===== src/rtl/shift_cnt_ctrl.sv =====
// Commanded ring/Johnson shift-register counter: runs a bounded or free-running
// sequence on start, with pause/stop control and done/wrap pulses.
module shift_cnt_ctrl #(
  parameter int N     = 4,
  parameter int STEPW = 8
) (
  input  logic             clk,
  input  logic             rst,
  input  logic             start,
  input  logic             stop,
  input  logic             pause,
  input  logic             mode,
  input  logic [N-1:0]     seed,
  input  logic [STEPW-1:0] num_steps,
  output logic [N-1:0]     cnt_out,
  output logic             busy,
  output logic             done,
  output logic             wrap
);

  localparam int PW = $clog2(2 * N);

  typedef enum logic [0:0] {
    IDLE = 1'b0,
    RUN  = 1'b1
  } state_t;

  state_t           state_r;
  logic [STEPW-1:0] remaining_r;
  logic [PW-1:0]    phase_r;
  logic             mode_r;

  logic [N-1:0]     load_s;
  logic [N-1:0]     shift_s;
  logic [PW-1:0]    phase_last_s;

  // Load value for a new run; an all-zero ring seed would never rotate anything visible.
  always_comb begin
    load_s = {N{1'b0}};
    if (mode == 1'b1) begin
      load_s = {N{1'b0}};
    end else if (seed == {N{1'b0}}) begin
      load_s = {{(N-1){1'b0}}, 1'b1};
    end else begin
      load_s = seed;
    end
  end

  // Next counter value and last phase of the period for the latched mode.
  always_comb begin
    shift_s      = {cnt_out[N-2:0], (mode_r ? ~cnt_out[N-1] : cnt_out[N-1])};
    phase_last_s = mode_r ? PW'(2 * N - 1) : PW'(N - 1);
  end

  // Sequencer: latches the command, steps the counter and raises the status pulses.
  always_ff @(posedge clk or negedge rst) begin
    if (!rst) begin
      state_r     <= IDLE;
      cnt_out     <= {N{1'b0}};
      busy        <= 1'b0;
      done        <= 1'b0;
      wrap        <= 1'b0;
      remaining_r <= {STEPW{1'b0}};
      phase_r     <= {PW{1'b0}};
      mode_r      <= 1'b0;
    end else begin
      done <= 1'b0;
      wrap <= 1'b0;
      case (state_r)
        IDLE: begin
          if (start) begin
            mode_r      <= mode;
            remaining_r <= num_steps;
            cnt_out     <= load_s;
            phase_r     <= {PW{1'b0}};
            state_r     <= RUN;
            busy        <= 1'b1;
          end
        end
        RUN: begin
          if (stop) begin
            state_r <= IDLE;
            busy    <= 1'b0;
          end else if (!pause) begin
            cnt_out <= shift_s;
            if (phase_r == phase_last_s) begin
              phase_r <= {PW{1'b0}};
              wrap    <= 1'b1;
            end else begin
              phase_r <= phase_r + PW'(1);
            end
            // A zero remaining count while running means a free-run.
            if (remaining_r != {STEPW{1'b0}}) begin
              remaining_r <= remaining_r - STEPW'(1);
              if (remaining_r == STEPW'(1)) begin
                state_r <= IDLE;
                busy    <= 1'b0;
                done    <= 1'b1;
              end
            end
          end
        end
        default: begin
          state_r <= IDLE;
          busy    <= 1'b0;
        end
      endcase
    end
  end

endmodule


===== config.mk =====
export PLATFORM = sky130hd
export DESIGN_NAME = shift_cnt_ctrl
export DESIGN_NICKNAME = d
export VERILOG_FILES = /design/src/rtl/shift_cnt_ctrl.sv
export SDC_FILE = /design/constraint.sdc
export NUM_CORES = 1
export LEC_CHECK = 0
export CORE_MARGIN = 2
export CORE_UTILIZATION = 25
export DETAILED_ROUTE_END_ITERATION = 10
export MAX_ROUTING_LAYER = met4
export SETUP_SLACK_MARGIN = 0.4
export SYNTH_ARGS = -nofsm -noshare
export SYNTH_HDL_FRONTEND = slang
export SYNTH_SLANG_ARGS = --single-unit

===== constraint.sdc =====
create_clock -name clk -period 2.53 [get_ports clk]
set_clock_uncertainty 0.05 [all_clocks]
set_input_delay 0.759 -clock clk [delete_from_list [all_inputs] [get_ports clk]]
set_output_delay 0.759 -clock clk [all_outputs]
set_load 0.01 [all_outputs]

Word level (Yosys, flattened, before mapping)
Index checks and enable logic that the tools add are counted.
- output and inout bits: 7
- bits in registers: 20
- logic and storage cells: 66
- input port bits: 18
- bitwise logic cells: 2
- equal/unequal tests: 9
- reductions and logical operators: 6
- multiplexer cells: 39
- add/sub/neg operators: 2
- operator list (kind ; count):
    8-bit two-way mux ; 4
    1-bit two-way mux ; 20
    4-bit two-way mux ; 5
    8-bit case mux with 2 select lines ; 1
    3-bit two-way mux ; 5
    8-bit by 1-bit equality test with 1-bit output, second input constant ; 1
    4-bit case mux with 2 select lines ; 1
    4-bit AND reduction ; 2
    8-bit nonzero test ; 1
    8-bit by 1-bit subtractor with 8-bit output, second input constant ; 1
    2-bit inequality test, second input constant ; 3
    3-bit by 2-bit inequality test with 1-bit output, second input constant ; 2
    3-bit case mux with 2 select lines ; 1
    4-bit logical NOT ; 1
    1-bit case mux with 2 select lines ; 2
    3-bit by 1-bit adder with 3-bit output, second input constant ; 1
    3-bit equality test ; 1
    3-bit inequality test, second input constant ; 1
    3-bit AND reduction ; 1
    2-bit by 1-bit inequality test with 1-bit output, second input constant ; 1
    1-bit inverter ; 2
    2-bit AND reduction ; 1

Depth between registers and ports, before layout
Gate-level depths: netlist of run 1.
- word-level depth: 6
- mapped depth: 6
- mapped depth without buffers: 6

Worst setup path before layout of run 1
Ideal clock, no wire load.
- kind: input to register
- start: input port pause
- end: register remaining_r[6]
- setup time: 0.127 ns
- data arrival time: 1.820 ns
- cell stages on the path: 5
- path buffers: 1
- data required time: 2.353 ns
- path slack: 0.533 ns
- path through: or3b_1 -> clkbuf_1 -> a22oi_4 -> and4_1 -> nor3_1
- cells in the longest elaborated chain, start to end: 2
- ends and longest elaborated chain (item ; line ; text):
    start: declaration ; 11 ; input logic pause,
    2-bit inequality test (no line) ; n/a ;
    4-bit AND reduction (no line) ; n/a ;
    end signal: assignment ; 63 ; remaining_r <= {STEPW{1'b0}};
    end signal: assignment ; 73 ; remaining_r <= num_steps;
    end signal: assignment ; 94 ; remaining_r <= remaining_r - STEPW'(1);
    end: declaration ; 29 ; logic [STEPW-1:0] remaining_r;
No other way between the ends.
A chain may end at the register's enable or synchronous reset.

Worst setup path after layout of run 1
- start: register remaining_r[0]
- end: register remaining_r[5]
- cells in the longest elaborated chain, start to end: 5
- elaborated cells on any way between the ends: 8
- classes of those cells: 1 x add/sub; 1 x eq/ne; 4 x mux; 2 x reduce/logical
- ends and longest elaborated chain (item ; line ; text):
    8-bit by 1-bit subtractor with 8-bit output ; 94 ;
    8-bit two-way mux ; 93 ; if (remaining_r != {STEPW{1'b0}}) begin
    8-bit two-way mux ; 84 ; end else if (!pause) begin
    8-bit two-way mux ; 81 ; if (stop) begin
    8-bit case mux with 2 select lines ; 69 ; case (state_r)
Several ways; a longest one is shown, not always the timed one. The select of a mux whose other input is x is not followed.

==> metrics.md, run 1 <==
| Metric | Value |
|---|---|
| Max-Cap Viols | `0` |
| FILL cells | `466` |
| VDD IR-drop max | `0.386 mV` |
| I/O Buffers | `24` |
| Setup CP Type | `reg -> reg` |
| Crit-path cells | `inv_1 > ha_1 > nor4bb_1 > a22oi_4 > buf_4 > a31oi_1 > nand3_1` |
| WHS Endpoint | `phase_r[0]` |
| Leakage | `0.000724 uW` |
| Worst skew pair latency | `260 ps` |
| Cell depth of the worst flop-to-flop path | `7` |
| Vias in the first global route | `1003` |
| Grt ovf | `0` |
| Yosys reg bits | `20` |
| Post-Route WL | `2910 microns` |
| Setup_tns | `0 ps` |
| Crit-path slowest cell | `nor4bb_1` |
| Crit share post-route | `80.5%` |
| Vias per cell | `4.93` |
| Drt wl/cell | `14.0 microns` |
| Nets@finish | `179` |
| Die extent in y | `71.8 microns` |
| Area after DPL | `1490 sq um` |
| Critical Path RT | `2620 ps` |
| Total global-route track usage | `12.3%` |
| Clock Sinks | `20` |
| Reg2Reg Capture Point | `remaining_r[5]` |
| Worst reg2reg startpoint | `remaining_r[0]` |
| Largest net degree at the start of global routing | `21` |
| Worst-case clock buffer depth | `2` |
| Crit Path Max Fanout | `6` |
| Hold WC Path Type | `reg -> reg` |
| Status | `finished, final reports clean` |
| Die area | `5150 sq um` |
| Relative slew slack | `63.9%` |
| FFs w/ async S/R, synth | `100%` |
| Fmax | `491 MHz` |
| HPWL Detailed | `2280 microns` |
| Synth Cell Area | `1150 sq um` |
| Clk pin slew, worst setup/hold paths | `70 ps` |
| Total number of vias | `1025` |
| Antenna viol nets, final | `0` |
| Power density over the cells | `775 nW/um^2` |
| Hold path start | `phase_r[0]` |
| Seq/Total Area, Yosys | `43.6%` |
| Area of the multi-input gates | `613 sq um` |
| GPL Wtd Cong | `0.933` |
| First-pass detailed-route iteration total | `4` |
| Post-synth top area cell | `dfrtp_1` |
| Worst-margin pin slew | `538 ps` |
| Rows | `24` |
| DRC Markers | `0` |
| Post-CTS Hold Fix Bufs | `0` |
| Clock buffer count from CTS | `3` |
| Most frequent cells after synthesis | `dfrtp_1 (20), nand2_1 (17), nor2_1 (12), o21ai_0 (7)` |
| Top cell type's share of synthesized area | `43.6%` |
| Synth cell types | `40` |
| Ant diodes | `0` |
| Core Area | `4380 sq um` |
| Post-layout min period | `2040 ps` |
| Chip width | `71.8 microns` |
| Avg Cell Area, Syn | `9.41 sq um` |
| Max Transition Viols Final | `0` |
| Arr. time, crit path | `2130 ps` |
| Final Util | `36.0%` |
| Share of cells above drive strength 1 | `14.1%` |
| Element type at the critical path end | `register` |
| Count leader, synth | `dfrtp_1` |
| Top_reg_cell synth | `dfrtp_1` |
| Yosys warnings | `0` |
| Worst R2R Setup Slack | `490 ps` |
| Area growth from synthesis to layout | `37.6%` |
| Mapped Nets | `144` |
| RSZ-0062 raised after global routing | `yes` |
| Critical Path Source Type | `register` |
| Synth top area cells | `dfrtp_1 (44%), nand2_1 (5.6%), ha_1 (4.4%)` |
| Register area | `500 sq um` |
| Initial antenna violation count | `0` |
| Cell count after synthesis | `122` |
| First-pass GRT wire length | `4840 microns` |
| # IOs | `25` |
| CTS Root Cell | `clkbuf_8` |
| Number of enable flip-flop cells after synthesis | `0` |
| Final setup viols | `0` |
| H-tree depth | `1` |
| Family with the most delay on the worst path | `simple AND/OR/NAND/NOR gates` |
| TritonCTS clock tree | `yes` |
| Initial drt markers | `53` |
| Cells on Worst Hold Path | `1` |
| Post-Layout Inst Area | `1580 sq um` |
| Final Hold Fails | `0` |
| Crit-path max cell delay | `480 ps` |
| Starting density of the core | `26.2%` |
| CP bufs+invs | `2` |
==> logic make-up after synthesis <==
family | Yosys count | synth area share, %
simple gates | 53 | 24.9
compound gates | 30 | 19.5
flops | 20 | 43.6
buf+inv | 10 | 3.49
fa+ha+maj | 4 | 4.36
mux | 3 | 2.61
xor+xnor | 2 | 1.53
==> layout make-up <==
cell class / instances / area share (%)
well taps: 52 / 4.12
flip-flops and latches: 20 / 31.7
clock buffers: 4 / 3.48
multi-input cells: 92 / 38.8
repair buffers: 35 / 20.7
inverters: 5 / 1.19
==> registers in the layout, summed over array words and instances (netlist names) <==
| name | cells |
|---|---|
| wrap | 1 |
| phase_r | 3 |
| mode_r | 1 |
| busy | 1 |
| remaining_r | 8 |
| state_r | 1 |
| cnt_out | 4 |
| done | 1 |
==> timing repair <==
action,4_1_cts,5_1_grt
pin swaps,1,1
setup endpoints to repair,3,10
setup buffers,1,2
resized for setup,1,3
==> stage by stage <==
step	power (uW)	hold WS, ps	std cells	setup slack (ps)
after floorplan	790	413	122	533
after global placement	956	429	201	69.4
after detailed placement	973	442	201	15.8
after CTS	1230	457	206	396
after global routing	1310	480	208	379
final	1220	455	208	493
==> placed cells by master (no fill, tap or decap), drive strengths merged, types with 2 or more instances in the layout <==
cell type / n
mux2i: 3
o21ai: 7
nand2: 17
nor2: 12
dfrtp: 20
dlymetal6s2s: 2
nor4: 2
a32oi: 2
nor3b: 3
ha: 4
nor2b: 3
nand3: 5
a21oi: 5
clkdlybuf4s50: 22
or3: 2
inv: 5
buf: 11
nor3: 4
clkbuf: 4
a22oi: 3
a22o: 2
==> routing by layer <==
| metal | GRT usage [%] | wire [microns] | part of all wire (%) | vias to the layer above |
|---|---|---|---|---|
| li1 | - | - | - | 512 |
| met4 | 3.98 | 31 | 1.1 | 0 |
| met3 | 2.53 | 132 | 4.5 | 4 |
| met1 | 15.2 | 1330 | 46 | 481 |
| met2 | 20.1 | 1420 | 49 | 28 |
| met5 | - | 0 | 0 | - |
==> worst max-delay path by stage <==
stage | to | cells after the start | slack (ps) | startpoint
floorplan | remaining_r[6] | 5 | 530 | pause
global placement | remaining_r[4] | 5 | 70 | pause
detailed placement | remaining_r[4] | 5 | 20 | pause
CTS | phase_r[2] | 5 | 400 | pause
global route | remaining_r[5] | 7 | 380 | remaining_r[0]
finish | remaining_r[5] | 7 | 490 | remaining_r[0]
==> power breakdown <==
group          switching (uW)  internal (uW)  total, uW
combinational             203            229        432
sequential                139            410        549
clock                     105            139        244
total                     447            777       1220
Power figures use the tool's default switching activity.
==> run 2, diff against run 1 <==
clock period = 1.65 ns   (was 2.53 ns; I/O delays follow)
==> run 2 against run 1 <==
  * The flow now finishes with violations (negative setup slack)
  * Critical path depth shrank 3
  * Setup slack worse by 540 ps
  * Design area increased by 23%
==> metrics.md, run 2 (synthesis results as in run 1) <==
| Metric | Value |
|---|---|
| Status | `finished, violations left` |
| Failing checks | `negative setup slack` |
| I/O Buffers | `24 (unchanged)` |
| Cells on Worst Hold Path | `1 (unchanged)` |
| RSZ-0062 raised after global routing | `yes` |
| Critical Path Source Type | `register` |
| Core Area | `4380 sq um (unchanged)` |
| Final setup viols | `1 (+1)` |
| Nets@finish | `204 (+14%)` |
| Hold path start | `phase_r[0]` |
| Fmax | `590 MHz (+20%)` |
| Rows | `24 (unchanged)` |
| Worst-margin pin slew | `326 ps (-211 ps)` |
| Antenna viol nets, final | `0 (unchanged)` |
| Worst-case clock buffer depth | `2 (unchanged)` |
| VDD IR-drop max | `0.506 mV (+31%)` |
| Commonest non-fill, non-tap cell in the layout | `buf_4` |
| Total global-route track usage | `14.2% (+1.9 points)` |
| Ant diodes | `0 (unchanged)` |
| Top sig layer | `met4` |
| Clk pwr share | `20.7% (+0.8 points)` |
| Post-CTS Hold Fix Bufs | `0 (unchanged)` |
| Slack of the critical path | `-45.9 ps (-539 ps)` |
| Arr. time, crit path | `1800 ps (-330 ps)` |
| Power Internal | `1560 uW (+100%)` |
| CTS Root Cell | `clkbuf_8` |
| Net Sw Frac | `35.2% (-1.3 points)` |
| Final Hold Fails | `0 (unchanged)` |
| Hold_ws | `462 ps (+7.17 ps)` |
| TritonCTS clock tree | `yes` |
| Largest Register | `remaining_r` |
| Biggest registers after layout | `remaining_r x8, cnt_out x4, phase_r x3` |
| Drt wl/cell | `14.3 microns (+2.4%)` |
| Setup CP Type | `reg -> reg` |
| Max Transition Viols Final | `0 (unchanged)` |
| Share of cells above drive strength 1 | `45.9% (+32 points)` |
| Reg2Reg Capture Point | `remaining_r[7]` |
| Clock buffer count from CTS | `3 (unchanged)` |
| Clock Sinks | `20 (unchanged)` |
| H-tree depth | `1 (unchanged)` |
| HPWL Detailed | `2450 microns (+7.6%)` |
| Hold WC Path Type | `reg -> reg` |
| Initial antenna violation count | `0 (unchanged)` |
| Grt ovf | `0 (unchanged)` |
| WHS Endpoint | `phase_r[0]` |
| Power density over the cells | `1240 nW/um^2 (+60%)` |
| First-pass detailed-route iteration total | `4 (unchanged)` |
| P_sw | `848 uW (+90%)` |
| Post-layout min period | `1700 ps (-341 ps)` |
| Max-Cap Viols | `0 (unchanged)` |
| GPL Wtd Cong | `0.952 (+2.0%)` |
| Comb power frac | `46.5% (+11 points)` |
| Area growth from synthesis to layout | `68.6%` |
| Die area | `5150 sq um (unchanged)` |
| Area after DPL | `1650 sq um (+11%)` |
| WL met1 | `1410 microns (+6.0%)` |
| Final Total Pwr | `2410 uW (+96%)` |
| Post-Layout Inst Area | `1940 sq um (+23%)` |
| Post-Route WL | `3340 microns (+15%)` |
| Vias per cell | `4.92 (-0.10%)` |
| Final Util | `44.2% (+8.1 points)` |
| First-pass GRT wire length | `5440 microns (+13%)` |
| Seq pwr share | `32.8% (-12 points)` |
| Chip width | `71.8 microns (unchanged)` |
| Largest net degree at the start of global routing | `21 (unchanged)` |
| Critical Path RT | `1750 ps (-870 ps)` |
| Met2 WL | `1720 microns (+21%)` |
| Worst skew pair latency | `260 ps (about the same)` |
| Cell depth of the worst flop-to-flop path | `4 (-3)` |
| Starting density of the core | `26.2% (unchanged)` |
| Leakage | `0.000907 uW (+25%)` |
| Initial drt markers | `54 (+1.9%)` |
| Worst reg2reg startpoint | `remaining_r[5]` |
| Worst R2R Setup Slack | `-50 ps (-540 ps)` |
| Vias in the first global route | `1133 (+13%)` |
| Max FFs per register | `8 (unchanged)` |
| Element type at the critical path end | `register` |
| Crit Path Max Fanout | `2 (-4)` |
| Crit share post-route | `103% (+22 points)` |
| Most frequent cells in the layout | `buf_4 (21), dfrtp_1 (19), nand2_1 (14), clkdlybuf4s50_1 (14), buf_6 (14)` |
| DRC Markers | `0 (unchanged)` |
| Clk pin slew, worst setup/hold paths | `80 ps (about the same)` |
| Met3 WL | `131 microns (-0.76%)` |
| Relative slew slack | `78.1% (+14 points)` |
| # IOs | `25 (unchanged)` |
| Total number of vias | `1147 (+12%)` |
| Crit path from | `remaining_r[5]` |
| Die extent in y | `71.8 microns (unchanged)` |
-- run 2: power groups by stage --
stage | clock [uW] | sequential, uW | combinational, uW
finish | 499 | 789 | 1120
global route | 528 | 815 | 1210
CTS | 510 | 790 | 1020
detailed placement | 0 | 801 | 905
global placement | 0 | 789 | 883
floorplan | 0 | 829 | 453
-- run 2: area by class of cell --
| type | instances | area [sq um] |
|---|---|---|
| Multi-Input combinational cell | 92 | 748 |
| Fill cell | 404 | 2450 |
| Tap cell | 52 | 65.1 |
| Clock inverter | 1 | 30.0 |
| Clock buffer | 3 | 41.3 |
| Sequential cell | 20 | 502 |
| Timing Repair Buffer | 60 | 532 |
| Inverter | 5 | 18.8 |
-- run 2: stage by stage --
step / TNS (ps) / instances / setup slack (ps)
final: -45.9 / 233 / -45.9
after global routing: -487 / 233 / -126
after CTS: -67.5 / 227 / -67.5
after detailed placement: -5790 / 215 / -504
after global placement: -5200 / 215 / -430
after floorplan: -89.8 / 122 / -35.2
-- run 2: worst max-delay path by stage --
| stage | to | slack (ps) |
|---|---|---|
| 6_report | remaining_r[7] | -50 |
| 5_1_grt | remaining_r[7] | -130 |
| 4_1_cts | remaining_r[7] | -70 |
| 3_5_place_dp | remaining_r[1] | -500 |
| 3_3_place_gp | remaining_r[5] | -430 |
| 2_1_floorplan | remaining_r[6] | -40 |
-- run 2: per-layer routing --
metal  vias up  global-route usage (%)
met3         8                    1.41
met4         0                    7.13
met2        35                    22.2
met5         -                       -
met1       543                    18.2
li1        561                       -
-- run 2: timing repair --
action | CTS | global route
setup endpoints to repair | 27 | 27
gates resized for setup | 67 | 15
pin swaps | 11 | 4
buffers inserted | 8 | 6
-- run 2: worst max-delay path, stage by stage (launching register included) --
cell and delay, ps:
dfrtp_1 380, or4_4 570, nor4_4 270, mux2i_1 220, a21oi_1 90
